`config.mk`:
```
export PLATFORM = sky130hd
export DESIGN_NAME = bit_word_deserializer_flat
export DESIGN_NICKNAME = d
export VERILOG_FILES = /design/src/rtl/bit_word_deser_pkg.sv /design/src/rtl/bit_word_deserializer_if.sv /design/src/rtl/bit_word_deserializer_fifo.sv /design/src/rtl/bit_word_deserializer.sv /design/src/flat_wrapper.sv
export SDC_FILE = /design/constraint.sdc
export NUM_CORES = 1
export LEC_CHECK = 0
export ABC_CLOCK_PERIOD_IN_PS = 3800
export CAP_MARGIN = 20
export CELL_PAD_IN_SITES_DETAIL_PLACEMENT = 1
export CELL_PAD_IN_SITES_GLOBAL_PLACEMENT = 1
export CORE_UTILIZATION = 30
export CTS_CLUSTER_DIAMETER = 40
export DETAILED_ROUTE_END_ITERATION = 10
export PLACE_DENSITY = 0.64
export SKIP_CTS_REPAIR_TIMING = 1
export SLEW_MARGIN = 5
export SYNTH_ARGS = -nofsm -noshare
export SYNTH_HDL_FRONTEND = slang
export SYNTH_SLANG_ARGS = --single-unit
```
`constraint.sdc`:
```
create_clock -name clk -period 3.8 [get_ports clk]
set_input_delay 1.14 -clock clk [delete_from_list [all_inputs] [get_ports clk]]
set_output_delay 1.14 -clock clk [all_outputs]
set_load 0.005 [all_outputs]
```
`src/rtl/bit_word_deser_pkg.sv`:
```
// rtl/bit_word_deser_pkg.sv - shared defaults and width helper for the bit-to-word deserializer
package bit_word_deser_pkg;

  localparam int WORD_W_DEF     = 8;
  localparam int FIFO_DEPTH_DEF = 4;

  function automatic int level_w(input int depth);
    return $clog2(depth) + 1;
  endfunction

endpackage

```
`src/rtl/bit_word_deserializer_if.sv`:
```
// rtl/bit_word_deserializer_if.sv - word output handshake between deserializer and consumer
interface bit_word_deserializer_if
  import bit_word_deser_pkg::*;
#(
  parameter int WORD_W     = WORD_W_DEF,
  parameter int FIFO_DEPTH = FIFO_DEPTH_DEF
) ();

  logic [WORD_W-1:0]              word_o;
  logic                           valid_o;
  logic                           ready_i;
  logic [level_w(FIFO_DEPTH)-1:0] level_o;

  modport master (output word_o, output valid_o, output level_o, input ready_i);
  modport slave  (input word_o, input valid_o, input level_o, output ready_i);

endinterface

```
`src/rtl/bit_word_deserializer_fifo.sv`:
```
// rtl/bit_word_deserializer_fifo.sv - first-word-fall-through word FIFO with registered head and flush
module sync_fifo_fwft
  import bit_word_deser_pkg::*;
#(
  parameter int WIDTH = WORD_W_DEF,
  parameter int DEPTH = FIFO_DEPTH_DEF
) (
  input  logic                      clk,
  input  logic                      rst_n,
  input  logic                      flush,
  input  logic                      push,
  input  logic [WIDTH-1:0]          push_data,
  input  logic                      pop,
  output logic [WIDTH-1:0]          head,
  output logic                      valid,
  output logic                      full,
  output logic [level_w(DEPTH)-1:0] level
);

  localparam int PTR_W = $clog2(DEPTH);
  localparam int LVL_W = level_w(DEPTH);

  logic [WIDTH-1:0] mem [DEPTH];
  logic [PTR_W-1:0] rd_ptr, wr_ptr, rd_nxt;
  logic             push_ok, pop_ok;
  logic [LVL_W-1:0] level_after_pop, level_nxt;

  assign full            = (level == LVL_W'(DEPTH));
  assign pop_ok          = pop && valid;
  assign push_ok         = push && (!full || pop_ok);
  assign rd_nxt          = rd_ptr + PTR_W'(pop_ok);
  assign level_after_pop = level - LVL_W'(pop_ok);
  assign level_nxt       = level_after_pop + LVL_W'(push_ok);

  always_ff @(posedge clk) begin
    if (push_ok && !flush) begin
      mem[wr_ptr] <= push_data;
    end
  end

  // Head is pre-loaded with the next entry so word_o is a register, not a mem read.
  always_ff @(posedge clk or negedge rst_n) begin
    if (!rst_n) begin
      rd_ptr <= '0;
      wr_ptr <= '0;
      level  <= '0;
      valid  <= 1'b0;
      head   <= '0;
    end else if (flush) begin
      rd_ptr <= '0;
      wr_ptr <= '0;
      level  <= '0;
      valid  <= 1'b0;
      head   <= '0;
    end else begin
      if (push_ok) begin
        wr_ptr <= wr_ptr + PTR_W'(1);
      end
      rd_ptr <= rd_nxt;
      level  <= level_nxt;
      valid  <= (level_nxt != '0);
      if (level_after_pop != '0) begin
        head <= mem[rd_nxt];
      end else if (push_ok) begin
        head <= push_data;
      end
    end
  end

endmodule

```
`src/rtl/bit_word_deserializer.sv`:
```
// rtl/bit_word_deserializer.sv - serial bit capture with optional half-rate enable, word assembly and FIFO output
module bit_word_deserializer
  import bit_word_deser_pkg::*;
#(
  parameter int WORD_W     = WORD_W_DEF,
  parameter int FIFO_DEPTH = FIFO_DEPTH_DEF,
  parameter bit MSB_FIRST  = 1'b1
) (
  input  logic                    clk,
  input  logic                    rst_n,
  input  logic                    data_i,
  input  logic                    enable_i,
  input  logic                    half_rate_i,
  input  logic                    clear_i,
  bit_word_deserializer_if.master word_if,
  output logic                    overflow_o
);

  localparam int CNT_W = $clog2(WORD_W);

  logic              phase;
  logic              sample_ce, capture, last_bit, push, pop, fifo_full;
  logic [WORD_W-1:0] shift_q, shift_nxt;
  logic [CNT_W-1:0]  bit_cnt;

  assign sample_ce = !half_rate_i || phase;
  assign capture   = sample_ce && enable_i;
  assign last_bit  = (bit_cnt == CNT_W'(WORD_W - 1));
  assign shift_nxt = MSB_FIRST ? {shift_q[WORD_W-2:0], data_i} : {data_i, shift_q[WORD_W-1:1]};
  assign push      = capture && last_bit && !clear_i;
  assign pop       = word_if.valid_o && word_if.ready_i;

  // Phase free-runs so half-rate sampling stays aligned to reset, independent of clear.
  always_ff @(posedge clk or negedge rst_n) begin
    if (!rst_n) begin
      phase <= 1'b0;
    end else begin
      phase <= !phase;
    end
  end

  always_ff @(posedge clk or negedge rst_n) begin
    if (!rst_n) begin
      shift_q    <= '0;
      bit_cnt    <= '0;
      overflow_o <= 1'b0;
    end else if (clear_i) begin
      shift_q    <= '0;
      bit_cnt    <= '0;
      overflow_o <= 1'b0;
    end else begin
      if (capture) begin
        shift_q <= shift_nxt;
        bit_cnt <= last_bit ? '0 : bit_cnt + CNT_W'(1);
      end
      if (push && fifo_full && !pop) begin
        overflow_o <= 1'b1;
      end
    end
  end

  sync_fifo_fwft #(
    .WIDTH (WORD_W),
    .DEPTH (FIFO_DEPTH)
  ) u_fifo (
    .clk       (clk),
    .rst_n     (rst_n),
    .flush     (clear_i),
    .push      (push),
    .push_data (shift_nxt),
    .pop       (pop),
    .head      (word_if.word_o),
    .valid     (word_if.valid_o),
    .full      (fifo_full),
    .level     (word_if.level_o)
  );

endmodule

```
`src/flat_wrapper.sv`:
```
// flat-port wrapper written by rule: the top's interface ports become plain ports
module bit_word_deserializer_flat import bit_word_deser_pkg::*;
#(
  parameter int WORD_W     = WORD_W_DEF,
  parameter int FIFO_DEPTH = FIFO_DEPTH_DEF,
  parameter bit MSB_FIRST  = 1'b1
)
  (clk, rst_n, data_i, enable_i, half_rate_i, clear_i, overflow_o, word_if_word_o, word_if_valid_o, word_if_level_o, word_if_ready_i);
  bit_word_deserializer_if #(.WORD_W(WORD_W), .FIFO_DEPTH(FIFO_DEPTH)) word_if_i ();
  input  logic clk;
  input  logic rst_n;
  input  logic data_i;
  input  logic enable_i;
  input  logic half_rate_i;
  input  logic clear_i;
  output logic overflow_o;
  output wire logic [$bits(word_if_i.word_o)-1:0] word_if_word_o;
  output wire logic [$bits(word_if_i.valid_o)-1:0] word_if_valid_o;
  output wire logic [$bits(word_if_i.level_o)-1:0] word_if_level_o;
  input wire logic [$bits(word_if_i.ready_i)-1:0] word_if_ready_i;
  assign word_if_word_o = word_if_i.word_o;
  assign word_if_valid_o = word_if_i.valid_o;
  assign word_if_level_o = word_if_i.level_o;
  assign word_if_i.ready_i = word_if_ready_i;
  bit_word_deserializer #(.WORD_W(WORD_W), .FIFO_DEPTH(FIFO_DEPTH), .MSB_FIRST(MSB_FIRST)) u_core (.clk(clk), .rst_n(rst_n), .data_i(data_i), .enable_i(enable_i), .half_rate_i(half_rate_i), .clear_i(clear_i), .word_if(word_if_i), .overflow_o(overflow_o));
endmodule
```
== Yosys cells after proc, flatten, opt, wreduce, memory -nomap -nowiden ==
Memory sizes are Yosys's and may differ from the RTL's.
Cells that the tools add are included.

* Input bits: 7
* Logic and storage cells: 56
* RAM bits: 32
* Output and inout bits: 13
* Register bits after elaboration: 28
* Memories kept: 1

{| class="wikitable"
|+ Memories
! memory !! depth !! width !! rd ports !! clocked after memory_dff !! wr ports !! RTL line !! RTL
|-
| u_core.u_fifo.mem || 4 || 8 || 1 || 0 || 1 || bit_word_deserializer_fifo.sv:23 || <nowiki>logic [WIDTH-1:0] mem [DEPTH];</nowiki>
|}

* Mux-type cells: 17
* Reductions and logical operators: 22
* $add $sub $neg: 5
* Eq/ne operators: 2

{| class="wikitable"
|+ Operators by type and width
! kind !! count
|-
| 2-to-1 mux 8 bit || 3
|-
| 2-to-1 mux 7 bit || 2
|-
| 2-to-1 mux 3 bit || 4
|-
| logical AND 1 bit || 9
|-
| nonzero test 3 bit || 3
|-
| equality test 3 bit (second input constant) || 2
|-
| 2-to-1 mux 2 bit || 3
|-
| nonzero test 2 bit || 3
|-
| zero test 1 bit || 5
|-
| 2-to-1 mux 1 bit || 5
|-
| adder 3 x 1 -> 3 bit || 1
|-
| adder 3 x 1 -> 3 bit (second input constant) || 1
|-
| subtractor 3 x 1 -> 3 bit || 1
|-
| adder 2 x 1 -> 2 bit || 1
|-
| adder 2 x 1 -> 2 bit (second input constant) || 1
|-
| logical OR 1 bit || 2
|}

== Depth between registers and ports, before layout ==
* Depth in word-level cells: 9
* Depth in mapped cells: 8
* Gate-level depth less buffers: 8

== Modules after synthesis ==
Synthesis repeated with hierarchy kept, for this count alone.

* Cell total of the unflattened synthesis: 171
* Area, all modules: 2580.0 µm²

{| class="wikitable"
|+ By module, submodules not included
! module !! sequential area each (µm²) !! area each (µm²) !! cells each !! instances
|-
| sync_fifo_fwft || 1361.3 || 2015.7 || 122 || 1
|-
| bit_word_deserializer || 300.3 || 564.3 || 49 || 1
|}

== Worst setup path after synthesis ==
No wires, ideal clock.

* Path kind: input port to flip-flop
* From: in word_if_ready_i
* To: reg u_core.u_fifo.head[5]
* Library setup time: 0.087 ns
* Stages on the path: 8
* Required time: 3.713 ns
* Slack: 1.189 ns
* Buffers on the path: 1
* Data arrival time: 2.524 ns
* Path through: and2_1 > ha_1 > ha_1 > inv_1 > nor4_4 > buf_6 > nand2_1 > o211ai_1

* Word-level cells in the longest chain between the ends: 6
* Elaborated cells between the ends (all ways): 11
* Classes of those cells: 2 x add/sub; 2 x mux; 6 x reduce/logical; 1 x memory

{| class="wikitable"
|+ RTL lines
! what !! RTL line !! RTL
|-
| from (decl) || flat_wrapper.sv:20 || <nowiki>input wire logic [$bits(word_if_i.ready_i)-1:0] word_if_ready_i;</nowiki>
|-
| logical AND 1 bit * || bit_word_deserializer.sv:31 || <nowiki>assign pop = word_if.valid_o && word_if.ready_i;</nowiki>
|-
| logical AND 1 bit * || bit_word_deserializer_fifo.sv:29 || <nowiki>assign pop_ok = pop && valid;</nowiki>
|-
| adder 2 x 1 -> 2 bit / subtractor 3 x 1 -> 3 bit (equally long branches) || bit_word_deserializer_fifo.sv:31, bit_word_deserializer_fifo.sv:32 ||
|-
| memory (4 x 8 bit) / nonzero test 3 bit (equally long branches) || n/a ||
|-
| 2-to-1 mux 8 bit || bit_word_deserializer_fifo.sv:62 || <nowiki>if (level_after_pop != '0) begin</nowiki>
|-
| 2-to-1 mux 8 bit || bit_word_deserializer_fifo.sv:49 || <nowiki>end else if (flush) begin</nowiki>
|-
| to (signal assigned) || bit_word_deserializer_fifo.sv:63 || <nowiki>head <= mem[rd_nxt];</nowiki>
|-
| to (signal assigned) || bit_word_deserializer_fifo.sv:65 || <nowiki>head <= push_data;</nowiki>
|-
| to (decl) || bit_word_deserializer_fifo.sv:14 || <nowiki>output logic [WIDTH-1:0] head,</nowiki>
|}

Every way passes the cells marked *; elsewhere a longest branch is shown, timed or not.
A chain may end at the register's enable or synchronous reset.

== Worst setup path in the final report ==
* From: in word_if_ready_i
* To: mem u_core.u_fifo.mem[3][4] (netlist bit) (enable)

* Word-level cells in the longest chain between the ends: 7

{| class="wikitable"
|+ RTL lines
! what !! RTL line !! RTL
|-
| logical AND 1 bit || bit_word_deserializer.sv:31 ||
|-
| logical AND 1 bit || bit_word_deserializer_fifo.sv:29 ||
|-
| logical OR 1 bit || bit_word_deserializer_fifo.sv:30 || <nowiki>assign push_ok = push && (!full || pop_ok);</nowiki>
|-
| logical AND 1 bit || bit_word_deserializer_fifo.sv:30 ||
|-
| logical AND 1 bit || bit_word_deserializer_fifo.sv:36 || <nowiki>if (push_ok && !flush) begin</nowiki>
|-
| 2-to-1 mux 1 bit || bit_word_deserializer_fifo.sv:36 ||
|-
| 2-to-1 mux 1 bit (implied by the code) || bit_word_deserializer_fifo.sv:37 || <nowiki>mem[wr_ptr] <= push_data;</nowiki>
|-
| to (decl) || bit_word_deserializer_fifo.sv:23 ||
|}

Every way passes these cells.

==> impl_summary.txt <==
----------------------------------------------------
[Outcome]
  Outcome ... completed

[Placed design]
  Post-DP HPWL ... 3620 µm
  Number of port buffers ... 19
  Routability congestion estimate from global placement ... 0.691

[Clock network]
  Number of clock buffers inserted by TritonCTS ... 9
  Insertion delay of the later-clocked pin in the worst-skew pair ... 340 ps
  Clock slew seen by the registers of the worst setup and hold paths ... 60 ps
  Number of sinks handled by clock tree synthesis ... 60
  Maximum number of buffers from clock root to sink ... 2
  TritonCTS clock tree ... built
  Depth of the CTS H-tree ... 3
  Clock root cell ... sky130_fd_sc_hd__clkbuf_8

[Synthesis]
  Synthesized instance count ... 181
  Net count after synthesis ... 199
  Mapped Area ... 0.00258 mm²
  Flop and latch count out of synthesis ... 60
  Fraction of synthesized cell area taken by the top area cell type ... 37.2%
  Share of synthesized flip-flops with an asynchronous set or reset ... 46.7%
  Share of the yosys chip area belonging to registers ... 64.3%
  Count of flip-flops with a built-in enable after synthesis ... 32
  Cell taking the most area after synthesis ... sky130_fd_sc_hd__edfxtp_1
  Total number of yosys warnings ... 0
  Count of unique library cells instantiated by Yosys ... 27
  Most used standard cell by instance count after synthesis ... sky130_fd_sc_hd__edfxtp_1
  Most common library cells after synthesis ... sky130_fd_sc_hd__edfxtp_1 (32), sky130_fd_sc_hd__dfrtp_1 (28), sky130_fd_sc_hd__nand2_1 (17), sky130_fd_sc_hd__nor2_1 (15), sky130_fd_sc_hd__ha_1 (11)
  Most used flip-flop cell after synthesis ... sky130_fd_sc_hd__edfxtp_1
  Arithmetic-cell share of the synthesized area counting full adders, half adders and majority gates ... 5.33%
  Synthesized-area fraction occupied by and/or/nand/nor cells ... 10.7%
  Per-instance average area after synthesis ... 14.3 µm²
  Biggest area contributors in the synthesized netlist ... sky130_fd_sc_hd__edfxtp_1 (37%), sky130_fd_sc_hd__dfrtp_1 (27%), sky130_fd_sc_hd__mux4_2 (7.0%)
  Combinational family with the most area after synthesis ... multiplexers
  Share of cell area taken by muxes after synthesis ... 10.8%
  Post-synthesis share of cell area spent on xor and xnor gates ... 1.31%
  Synth Area in Compound Gates ... 4.99%

[Setup path]
  Setup slack of the most critical reg-to-reg path ... 1610 ps
  Kind of critical path ... in -> reg
  CP max FO ... 8
  Type of origin of the critical path ... input pin
  CP Data Arrival Time ... 2850 ps
  Critical path endpoint category ... register
  Endpoint of the worst register-to-register path ... u_core.u_fifo.mem[3][4]$_DFFE_PP_
  Count of cells along the worst register-to-register path ... 5
  Launch point of the worst reg-to-reg path ... u_core.bit_cnt[0]$_DFFE_PN0P_
  Critical path required time ... 3770 ps

[Timing]
  Fin crit share ... 75.7%
  Final hold viol count ... 0
  Clock skew ... 11.6 ps
  Post-Route Hold Slack ... 484 ps
  Worst-Margin Slew ... 686 ps
  Max Freq ... 0.347 GHz
  Number of pins exceeding their max-slew limit in the final report ... 0
  Setup repair after global routing missed its margin ... no
  Slew headroom ... 54.1%
  Final setup fails ... 0
  Aggregate negative setup slack ... 0 ps
  Final min period ... 2880 ps

[Hold path]
  Type of the most critical hold path ... reg -> reg
  Hold endpoint ... u_core.phase$_DFF_PN0_
  Hold path startpoint ... u_core.phase$_DFF_PN0_
  Hold Path Stages ... 1

[Floorplan]
  Number of placed I/O pins ... 20
  Floorplan core area ... 0.00826 mm²
  Horizontal die dimension ... 94.8 µm
  Die boundary height ... 94.8 µm
  Initial standard-cell utilization of the core ... 31.3%
  Number of placement rows ... 33
  Die outline area ... 0.00899 mm²

[Power and ir drop]
  Total power ... 1.72 mW
  Power density over the cells ... 555 mW/mm²
  Static Leak ... 1.24 nW
  Worst VDD drop ... 0.167 mV

[Route]
  Detailed-route vias per instance ... 4.77
  Vias after detailed routing ... 1526
  Routed Wire Length ... 5310 µm
  Drt drc ... 0
  Average wire per cell in the routed design ... 16.6 µm
  Number of routed nets with antenna violations ... 0
  Number of detailed-route iterations in the first pass ... 3
  Drt initial violations ... 58

[Global routing]
  Largest net degree at the start of global routing ... 29
  First-pass GRT wire length ... 8850 µm
  Number of antenna violations at the first check in global routing ... 0
  GR Util All Layers ... 13.6%
  Total overflow reported by the global router ... 0
  Number of global-route vias before repair ... 1716

[Layout]
  Layout filler cell count ... 879
  Share of final-layout standard cells stronger than drive strength 1 ... 13.0%
  Diode count ... 0
  Count of nets after finishing ... 228
  Area Overhead vs Synth ... 19.7%

[Job]
  Max cap viols ... 0

----------------------------------------------------
## per-stage QoR
| step | std cells | util (%) | setup WS [ps] | instance area [µm²] |
|---|---|---|---|---|
| after floorplan | 181 | - | 1190 | 2580 |
| after global placement | 304 | 35.2 | 618 | 2910 |
| after detailed placement | 304 | 35.2 | 571 | 2910 |
| after CTS | 320 | 37.5 | 902 | 3090 |
| after global routing | 320 | 37.5 | 763 | 3090 |
| final | 320 | 37.5 | 922 | 3090 |
## report_power, final
part           switching (mW)  internal, mW
clock network           0.241         0.296
registers              0.0325         0.732
logic                   0.200         0.214
## kinds of logic (layout without fill, tap and decap cells)
logic type                 Yosys count  count (layout)
and+or+nand+nor                     55              55
muxes                               18              18
DFF                                 60              60
AOI/OAI and AO/OA                   19              19
adders and majority gates           11              11
buffers and inverters               15              49
xor gates and xnor gates             3               3
## placed cells by master, fill, tap and decap left out, types with 2 or more instances in the layout
cell,instances
sky130_fd_sc_hd__dfrtp_1,28
sky130_fd_sc_hd__o21ai_0,2
sky130_fd_sc_hd__buf_4,5
sky130_fd_sc_hd__edfxtp_1,32
sky130_fd_sc_hd__nor2_1,15
sky130_fd_sc_hd__clkinv_2,2
sky130_fd_sc_hd__nand3_1,2
sky130_fd_sc_hd__and2_1,7
sky130_fd_sc_hd__o211ai_1,9
sky130_fd_sc_hd__mux4_2,8
sky130_fd_sc_hd__nor2b_1,4
sky130_fd_sc_hd__ha_1,11
sky130_fd_sc_hd__clkdlybuf4s50_1,19
sky130_fd_sc_hd__nand2_1,17
sky130_fd_sc_hd__clkinv_1,2
sky130_fd_sc_hd__a21oi_1,4
sky130_fd_sc_hd__clkbuf_8,9
sky130_fd_sc_hd__mux2i_1,10
sky130_fd_sc_hd__inv_1,9
sky130_fd_sc_hd__nand4_1,8
## critical path: stages
cell and delay [ps]:
sky130_fd_sc_hd__clkdlybuf4s50_1 480, sky130_fd_sc_hd__a211oi_1 100, sky130_fd_sc_hd__and2_1 220, sky130_fd_sc_hd__nor3_1 400, sky130_fd_sc_hd__and2_1 500
## sequential cells by signal (all words and copies together) (netlist names)
signal and flops:
u_core.phase 1, u_core.u_fifo.mem 32, u_core.u_fifo.level 3, u_core.u_fifo.rd_ptr 2
u_core.u_fifo.valid 1, u_core.u_fifo.wr_ptr 2, u_core.overflow_o 1, u_core.shift_q 7
u_core.bit_cnt 3, u_core.u_fifo.head 8
## area by class of cell
type	count	area, µm²	area share [%]
tap	105	131	4.25
clock buffer	10	128	4.13
sequential	60	1660	53.7
clock inverter	6	55.1	1.78
multi-input combinational	106	856	27.7
inverter	9	33.8	1.09
timing repair buffer	24	228	7.36
## layer usage
| metal | track usage (%) | part of all wire (%) |
|---|---|---|
| met5 | 0 | 0 |
| met4 | 7.20 | 2.3 |
| met3 | 1.77 | 2.3 |
| met2 | 23.6 | 50 |
| met1 | 16.3 | 46 |
## worst max-delay path by stage
| stage | from | to | slack [ps] | cells past startpoint |
|---|---|---|---|---|
| final | word_if_ready_i | u_core.u_fifo.mem[3][4]$_DFFE_PP_ | 920 | 5 |
| after global routing | word_if_ready_i | u_core.u_fifo.mem[3][4]$_DFFE_PP_ | 760 | 5 |
| after CTS | word_if_ready_i | u_core.u_fifo.mem[1][7]$_DFFE_PP_ | 900 | 5 |
| after detailed placement | word_if_ready_i | u_core.u_fifo.head[1]$_DFFE_PN0P_ | 570 | 7 |
| after global placement | word_if_ready_i | u_core.u_fifo.head[2]$_DFFE_PN0P_ | 620 | 7 |
| after floorplan | word_if_ready_i | u_core.u_fifo.head[5]$_DFFE_PN0P_ | 1190 | 8 |
Note: power is estimated with default switching activity, not from simulation.
